==> src/rtl/dma_pkg.sv <==
// rtl/dma_pkg.sv - shared types and constants for the DMA engines
package dma_pkg;

  typedef enum logic [2:0] {
    ST_IDLE,
    ST_CALC,
    ST_ADDR,
    ST_DATA,
    ST_DONE
  } dma_rd_state_t;

  localparam logic [1:0] AXI_BURST_INCR = 2'b01;
  localparam logic [1:0] AXI_RESP_OKAY  = 2'b00;
  localparam logic [2:0] AXI_SIZE_4B    = 3'b010;
  localparam int         BYTES_PER_BEAT = 4;
  localparam int         PAGE_BYTES     = 4096;

  // Beats left before the next 4 KB boundary; an aligned address yields a full page.
  function automatic logic [12:0] beats_to_page(input logic [11:0] page_off);
    return (13'(PAGE_BYTES) - {1'b0, page_off}) >> 2;
  endfunction

endpackage

==> src/rtl/dma_read_engine_if.sv <==
// rtl/dma_read_engine_if.sv - AXI4 read address/data channel bundle
interface dma_read_engine_if #(
  parameter int ADDR_W = 32,
  parameter int DATA_W = 32
);
  logic [ADDR_W-1:0] m_axi_araddr;
  logic [7:0]        m_axi_arlen;
  logic [2:0]        m_axi_arsize;
  logic [1:0]        m_axi_arburst;
  logic              m_axi_arvalid;
  logic              m_axi_arready;
  logic [DATA_W-1:0] m_axi_rdata;
  logic [1:0]        m_axi_rresp;
  logic              m_axi_rlast;
  logic              m_axi_rvalid;
  logic              m_axi_rready;

  modport master (
    output m_axi_araddr, m_axi_arlen, m_axi_arsize, m_axi_arburst, m_axi_arvalid, m_axi_rready,
    input  m_axi_arready, m_axi_rdata, m_axi_rresp, m_axi_rlast, m_axi_rvalid
  );

  modport slave (
    input  m_axi_araddr, m_axi_arlen, m_axi_arsize, m_axi_arburst, m_axi_arvalid, m_axi_rready,
    output m_axi_arready, m_axi_rdata, m_axi_rresp, m_axi_rlast, m_axi_rvalid
  );
endinterface

==> src/rtl/dma_burst_splitter.sv <==
// rtl/dma_burst_splitter.sv - picks the next burst size without crossing a 4 KB page
module dma_burst_splitter
  import dma_pkg::*;
#(
  parameter int MAX_BURST = 16
) (
  input  logic [11:0] page_off_i,
  input  logic [31:0] rem_beats_i,
  output logic [12:0] burst_o
);

  logic [12:0] page_beats;
  logic [12:0] cap;

  // burst = min(remaining beats, MAX_BURST, beats to page end)
  always_comb begin
    page_beats = beats_to_page(page_off_i);
    cap        = 13'(MAX_BURST);
    if (page_beats < cap) cap = page_beats;
    if (rem_beats_i < 32'(cap)) burst_o = rem_beats_i[12:0];
    else                        burst_o = cap;
  end

endmodule

==> src/rtl/dma_read_engine.sv <==
// rtl/dma_read_engine.sv - AXI4 read master streaming a byte region into a FIFO
module dma_read_engine
  import dma_pkg::*;
#(
  parameter int ADDR_W    = 32,
  parameter int DATA_W    = 32,
  parameter int MAX_BURST = 16
) (
  input  logic                clk,
  input  logic                rst_n,
  input  logic                i_start,
  input  logic [ADDR_W-1:0]   i_base_addr,
  input  logic [31:0]         i_total_len,
  output logic                o_done,
  output logic                o_busy,
  output logic                o_err,
  dma_read_engine_if.master   m_axi,
  input  logic                i_fifo_full,
  output logic                o_fifo_wen,
  output logic [DATA_W-1:0]   o_fifo_wdata
);

  dma_rd_state_t     state_q;
  logic [ADDR_W-1:0] cur_addr_q;
  logic [ADDR_W-1:0] araddr_q;
  logic [31:0]       rem_beats_q;
  logic [7:0]        arlen_q;
  logic [7:0]        beat_cnt_q;
  logic [12:0]       burst_q;
  logic [12:0]       burst_d;
  logic              arvalid_q;
  logic              done_q;
  logic              busy_q;
  logic              err_q;
  logic              rready;
  logic              beat_hs;
  logic              beat_bad;

  dma_burst_splitter #(
    .MAX_BURST (MAX_BURST)
  ) u_splitter (
    .page_off_i  (cur_addr_q[11:0]),
    .rem_beats_i (rem_beats_q),
    .burst_o     (burst_d)
  );

  // R-channel acceptance and per-beat protocol checks; rready follows FIFO space only in DATA
  always_comb begin
    rready   = (state_q == ST_DATA) && !i_fifo_full;
    beat_hs  = rready && m_axi.m_axi_rvalid;
    beat_bad = (m_axi.m_axi_rresp != AXI_RESP_OKAY) ||
               (m_axi.m_axi_rlast != (beat_cnt_q == 8'd0));
  end

  // Control FSM: one burst outstanding, address phase then data phase, repeat until drained
  always_ff @(posedge clk or negedge rst_n) begin
    if (!rst_n) begin
      state_q     <= ST_IDLE;
      cur_addr_q  <= '0;
      araddr_q    <= '0;
      rem_beats_q <= '0;
      arlen_q     <= '0;
      beat_cnt_q  <= '0;
      burst_q     <= '0;
      arvalid_q   <= 1'b0;
      done_q      <= 1'b0;
      busy_q      <= 1'b0;
      err_q       <= 1'b0;
    end else begin
      done_q <= 1'b0;
      case (state_q)
        ST_IDLE: begin
          if (i_start) begin
            cur_addr_q  <= i_base_addr;
            rem_beats_q <= i_total_len >> 2;
            err_q       <= 1'b0;
            busy_q      <= 1'b1;
            if ((i_total_len >> 2) == 32'd0) begin
              state_q <= ST_DONE;
              done_q  <= 1'b1;
            end else begin
              state_q <= ST_CALC;
            end
          end
        end
        ST_CALC: begin
          araddr_q  <= cur_addr_q;
          arlen_q   <= 8'(burst_d - 13'd1);
          burst_q   <= burst_d;
          arvalid_q <= 1'b1;
          state_q   <= ST_ADDR;
        end
        ST_ADDR: begin
          if (m_axi.m_axi_arready) begin
            arvalid_q   <= 1'b0;
            cur_addr_q  <= cur_addr_q + ADDR_W'({burst_q, 2'b00});
            rem_beats_q <= rem_beats_q - 32'(burst_q);
            beat_cnt_q  <= 8'(burst_q - 13'd1);
            state_q     <= ST_DATA;
          end
        end
        ST_DATA: begin
          if (beat_hs) begin
            if (beat_bad) err_q <= 1'b1;
            if (beat_cnt_q != 8'd0) beat_cnt_q <= beat_cnt_q - 8'd1;
            // The slave's rlast ends the burst even when it disagrees with our count.
            if (m_axi.m_axi_rlast) begin
              if (rem_beats_q != 32'd0) begin
                state_q <= ST_CALC;
              end else begin
                state_q <= ST_DONE;
                done_q  <= 1'b1;
              end
            end
          end
        end
        ST_DONE: begin
          busy_q  <= 1'b0;
          state_q <= ST_IDLE;
        end
        default: state_q <= ST_IDLE;
      endcase
    end
  end

  assign m_axi.m_axi_araddr  = araddr_q;
  assign m_axi.m_axi_arlen   = arlen_q;
  assign m_axi.m_axi_arsize  = AXI_SIZE_4B;
  assign m_axi.m_axi_arburst = AXI_BURST_INCR;
  assign m_axi.m_axi_arvalid = arvalid_q;
  assign m_axi.m_axi_rready  = rready;
  assign o_fifo_wen          = beat_hs;
  assign o_fifo_wdata        = m_axi.m_axi_rdata;
  assign o_done              = done_q;
  assign o_busy              = busy_q;
  assign o_err               = err_q;

endmodule
==> src/flat_wrapper.sv <==
// flat-port wrapper written by rule: the top's interface ports become plain ports
module dma_read_engine_flat import dma_pkg::*;
#(
  parameter int ADDR_W    = 32,
  parameter int DATA_W    = 32,
  parameter int MAX_BURST = 16
)
  (clk, rst_n, i_start, i_base_addr, i_total_len, o_done, o_busy, o_err, i_fifo_full, o_fifo_wen, o_fifo_wdata, m_axi_m_axi_araddr, m_axi_m_axi_arlen, m_axi_m_axi_arsize, m_axi_m_axi_arburst, m_axi_m_axi_arvalid, m_axi_m_axi_rready, m_axi_m_axi_arready, m_axi_m_axi_rdata, m_axi_m_axi_rresp, m_axi_m_axi_rlast, m_axi_m_axi_rvalid);
  dma_read_engine_if #(.ADDR_W(ADDR_W), .DATA_W(DATA_W)) m_axi_i ();
  input  logic clk;
  input  logic rst_n;
  input  logic i_start;
  input  logic [ADDR_W-1:0] i_base_addr;
  input  logic [31:0] i_total_len;
  output logic o_done;
  output logic o_busy;
  output logic o_err;
  input  logic i_fifo_full;
  output logic o_fifo_wen;
  output logic [DATA_W-1:0] o_fifo_wdata;
  output wire logic [$bits(m_axi_i.m_axi_araddr)-1:0] m_axi_m_axi_araddr;
  output wire logic [$bits(m_axi_i.m_axi_arlen)-1:0] m_axi_m_axi_arlen;
  output wire logic [$bits(m_axi_i.m_axi_arsize)-1:0] m_axi_m_axi_arsize;
  output wire logic [$bits(m_axi_i.m_axi_arburst)-1:0] m_axi_m_axi_arburst;
  output wire logic [$bits(m_axi_i.m_axi_arvalid)-1:0] m_axi_m_axi_arvalid;
  output wire logic [$bits(m_axi_i.m_axi_rready)-1:0] m_axi_m_axi_rready;
  input wire logic [$bits(m_axi_i.m_axi_arready)-1:0] m_axi_m_axi_arready;
  input wire logic [$bits(m_axi_i.m_axi_rdata)-1:0] m_axi_m_axi_rdata;
  input wire logic [$bits(m_axi_i.m_axi_rresp)-1:0] m_axi_m_axi_rresp;
  input wire logic [$bits(m_axi_i.m_axi_rlast)-1:0] m_axi_m_axi_rlast;
  input wire logic [$bits(m_axi_i.m_axi_rvalid)-1:0] m_axi_m_axi_rvalid;
  assign m_axi_m_axi_araddr = m_axi_i.m_axi_araddr;
  assign m_axi_m_axi_arlen = m_axi_i.m_axi_arlen;
  assign m_axi_m_axi_arsize = m_axi_i.m_axi_arsize;
  assign m_axi_m_axi_arburst = m_axi_i.m_axi_arburst;
  assign m_axi_m_axi_arvalid = m_axi_i.m_axi_arvalid;
  assign m_axi_m_axi_rready = m_axi_i.m_axi_rready;
  assign m_axi_i.m_axi_arready = m_axi_m_axi_arready;
  assign m_axi_i.m_axi_rdata = m_axi_m_axi_rdata;
  assign m_axi_i.m_axi_rresp = m_axi_m_axi_rresp;
  assign m_axi_i.m_axi_rlast = m_axi_m_axi_rlast;
  assign m_axi_i.m_axi_rvalid = m_axi_m_axi_rvalid;
  dma_read_engine #(.ADDR_W(ADDR_W), .DATA_W(DATA_W), .MAX_BURST(MAX_BURST)) u_core (.clk(clk), .rst_n(rst_n), .i_start(i_start), .i_base_addr(i_base_addr), .i_total_len(i_total_len), .o_done(o_done), .o_busy(o_busy), .o_err(o_err), .m_axi(m_axi_i), .i_fifo_full(i_fifo_full), .o_fifo_wen(o_fifo_wen), .o_fifo_wdata(o_fifo_wdata));
endmodule
==> config.mk <==
export PLATFORM = sky130hd
export DESIGN_NAME = dma_read_engine_flat
export DESIGN_NICKNAME = d
export VERILOG_FILES = /design/src/rtl/dma_pkg.sv /design/src/rtl/dma_read_engine_if.sv /design/src/rtl/dma_burst_splitter.sv /design/src/rtl/dma_read_engine.sv /design/src/flat_wrapper.sv
export SDC_FILE = /design/constraint.sdc
export NUM_CORES = 1
export LEC_CHECK = 0
export BUFFER_PORTS_ARGS = -buffer_cell sky130_fd_sc_hd__clkbuf_2
export CAP_MARGIN = 20
export CORE_MARGIN = 3
export CORE_UTILIZATION = 60
export DETAILED_ROUTE_END_ITERATION = 8
export PLACE_DENSITY = 0.9
export SLEW_MARGIN = 20
export SYNTH_ARGS = -nofsm -noshare
export SYNTH_HDL_FRONTEND = slang
export SYNTH_SLANG_ARGS = --single-unit
==> constraint.sdc <==
create_clock -name clk -period 10.5 [get_ports clk]
set_input_delay 2.1 -clock clk [delete_from_list [all_inputs] [get_ports clk]]
set_output_delay 2.1 -clock clk [all_outputs]
set_load 0.1 [all_outputs]
==> reports/results.ini <==
[clocking]
ctsHoldBuffers=0
cts_resized=0
root_buffer=clkbuf_16
clockBufferDepth=2
numCtsBuffers=17
htreeDepth=4
clk_pin_slew_ns=0.05
cts_sinks=132
cts_tree=yes
cts_setup_buffers=0
clock_latency_ns=0.44

[yosys]
dominantRegCellSynth=dfrtp_1
yosysSeqAreaShare=0.3882
synth_edf_count=0
yosys_warnings=0
syn_area_um2=8509
syn_inst=1038
yosys.cell_types.count=70
postSynthAreaPerCell_um2=8.198
synth_seq_cells=132
synth-async-reset-ratio=1.000

[drt]
routed_wl_um=24000
detail-route-antenna-nets=0
drt-wirelength-per-cell_um=18.60
num_vias=8190
drc=0
drtPass1Iterations=6
drt_iter0_drc=724
vias_per_cell=6.349

[critical_path]
startpoint=i_fifo_full
worst-path-stages=3
worstPathCellList=clkbuf_2 -> nor3b_1 -> clkbuf_2
r2r_start=u_core.cur_addr_q[3]
cp-endpoint=o_fifo_wen
slowest_stage=clkbuf_2
critPathLaunchType=primary input
worst-path-buf-inv=2
cpMostUsedCell=clkbuf_2
reg2reg_to=u_core.m_axi.m_axi_arlen[6]
slowest_delay_ns=0.53
worstPathRequired_ns=8.40
critical_path.top_delay_family=buffers and inverters
arrival_ns=3.02
reg2reg_slack_ns=6.23
worstSetupPathType=in -> out
r2r_cells=15
setup.worst_path.end_class=output pin
crit_fanout=3

[timing]
fmax_mhz=195.4
period_share=0.4873
setup_violations=0
rsz0062_at_grt=no
report.final.slew_viol_count=0
hold_violations=0
fin_ws_ns=5.383
holdWs_ns=0.4704
skew_ns=0.009410
fin_crit_ns=5.117
finalSetupTns_ns=0
slew_headroom=0.2212
worst_slew_pin_slew_ns=1.164

[placement]
dp.cells=1258
gp_congestion=0.9278
post-place-ws_ns=5.376
placed_area_um2=8946
io_buffers=116
dpl.hpwl_um=15760

[global_routing]
grt_start_max_net_pins=79
overflow=0
grt_pass1_wl_um=39540
grt_pass1_vias=7939
grt_usage=0.3088
antenna_found_initial=0

[die]
io_pins=188
die_w_um=125.1
fp.dieH_um=125.1
coreArea_um2=13560
rows=42
start_util=0.6276
die_area_um2=15650

[final_layout]
area.growth.synth_to_final_pct=13.15
stdcell_count=1290
layout_commonest_cell=nand2_1
fin_area_um2=9628
drive_above_1_share=0.1589
n_antenna_cell=0
nets=1246
final_cell_mix=nand2_1 (191), dfrtp_1 (132), clkbuf_2 (115)

[power_and_ir_drop]
switchingPower_mw=1.877
leakagePower_nw=4.406
clkPwrFrac=0.190
combPwrFrac=0.535
peakVddDrop_uv=252.8
p_seq_frac=0.275
internal-power_mw=1.713
power_density_nw_per_um2=372.9
switching_share=0.5228

[status]
status=finished, final reports clean

[job]
cap_violations=0

[worst_hold_path]
hold_path.class=reg -> reg

## power by group through the flow
stage	clock [mW]	combinational (mW)	sequential, mW
2_1_floorplan	0	1.10	1.41
3_3_place_gp	0	1.83	0.965
3_5_place_dp	0	1.88	0.976
4_1_cts	0.685	1.90	0.974
5_1_grt	0.709	2.09	1.01
6_report	0.683	1.92	0.987
## cell families (layout without fill, tap and decap cells)
family / count (synthesis) / after routing / share of synthesized area
fa+ha+maj: 40 / 40 / 0.06058
other cells: 2 / 11 / 0.0008826
buf+inv: 117 / 184 / 0.06926
mux: 10 / 10 / 0.01264
simple gates: 447 / 447 / 0.2456
xor+xnor: 26 / 26 / 0.02676
compound gates: 264 / 264 / 0.1961
flops: 132 / 132 / 0.3882
## routing by layer
metal  track usage  share of wire  vias up
li1              -              -     3798
met1        0.4001           0.41     3869
met2        0.5005           0.47      442
met3       0.06780          0.087       81
met4        0.1365          0.032        0
met5             0              0        -
## Yosys cell counts, types with 8 or more instances
master | number | area [µm²]
or3_1 | 10 | 62.56
and3_1 | 14 | 87.58
a31oi_1 | 8 | 50.05
a211oi_1 | 14 | 105.1
o21a_1 | 13 | 97.59
clkbuf_1 | 41 | 153.9
nor3_1 | 27 | 135.1
or4_1 | 9 | 67.56
xor2_1 | 12 | 105.1
nand3_1 | 47 | 235.2
o21ai_0 | 56 | 280.3
a2bb2oi_1 | 11 | 96.34
o22ai_1 | 15 | 93.84
a21oi_1 | 84 | 420.4
dfrtp_1 | 132 | 3303
buf_4 | 37 | 277.8
nand4_1 | 15 | 93.84
nor4_1 | 13 | 81.33
buf_1 | 8 | 30.03
ha_1 | 38 | 475.5
inv_1 | 27 | 101.4
nand2_1 | 192 | 720.7
nor2_1 | 83 | 311.6
xnor2_1 | 14 | 122.6
## registers in the layout, summed over array words and instances, names as in the netlist
name	cells
u_core.o_err	1
u_core.m_axi.m_axi_araddr	32
u_core.state_q	3
u_core.burst_q	13
u_core.o_done	1
u_core.beat_cnt_q	8
u_core.o_busy	1
u_core.rem_beats_q	32
u_core.m_axi.m_axi_arlen	8
u_core.cur_addr_q	32
u_core.m_axi.m_axi_arvalid	1
## area by class of cell
class	instances	area, µm²
well taps	176	220.2
multi-input cells	798	4672
flip-flops and latches	132	3303
clock buffers	21	480.5
repair buffers	125	654.4
inverters	27	101.3
clock inverters	11	196.4
fillers	1089	3930
## worst reg2reg max path, stage by stage, from the launching register on
cell and delay, ns:
dfrtp_1 0.42, or4_1 0.61, or2_2 0.34, o21a_1 0.24, ha_1 0.33, a21oi_1 0.20, a211oi_1 0.10, a211o_1 0.32
nor3_4 0.33, mux2i_1 0.38, ha_1 0.29, inv_1 0.10, nor2_1 0.16, xor2_1 0.16, mux2i_1 0.08, o21ai_0 0.14
## worst min path at each step
stage                                  start                       endpoint  slack, ns  cells after the start
6_report       u_core.m_axi.m_axi_araddr[11]  u_core.m_axi.m_axi_araddr[11]       0.47                      2
5_1_grt         u_core.m_axi.m_axi_araddr[0]   u_core.m_axi.m_axi_araddr[0]       0.50                      2
4_1_cts        u_core.m_axi.m_axi_araddr[11]  u_core.m_axi.m_axi_araddr[11]       0.48                      2
3_5_place_dp   u_core.m_axi.m_axi_araddr[24]  u_core.m_axi.m_axi_araddr[24]       0.46                      2
3_3_place_gp    u_core.m_axi.m_axi_araddr[1]   u_core.m_axi.m_axi_araddr[1]       0.46                      2
2_1_floorplan          u_core.cur_addr_q[22]  u_core.m_axi.m_axi_araddr[22]       0.45                      2
## stage by stage
| step | utilization | power, mW |
|---|---|---|
| 2_1_floorplan | - | 2.508 |
| 3_3_place_gp | 0.6598 | 2.797 |
| 3_5_place_dp | 0.6598 | 2.858 |
| 4_1_cts | 0.7098 | 3.563 |
| 5_1_grt | 0.7101 | 3.810 |
| 6_report | 0.7101 | 3.590 |
(Power assumes the default switching activity.)
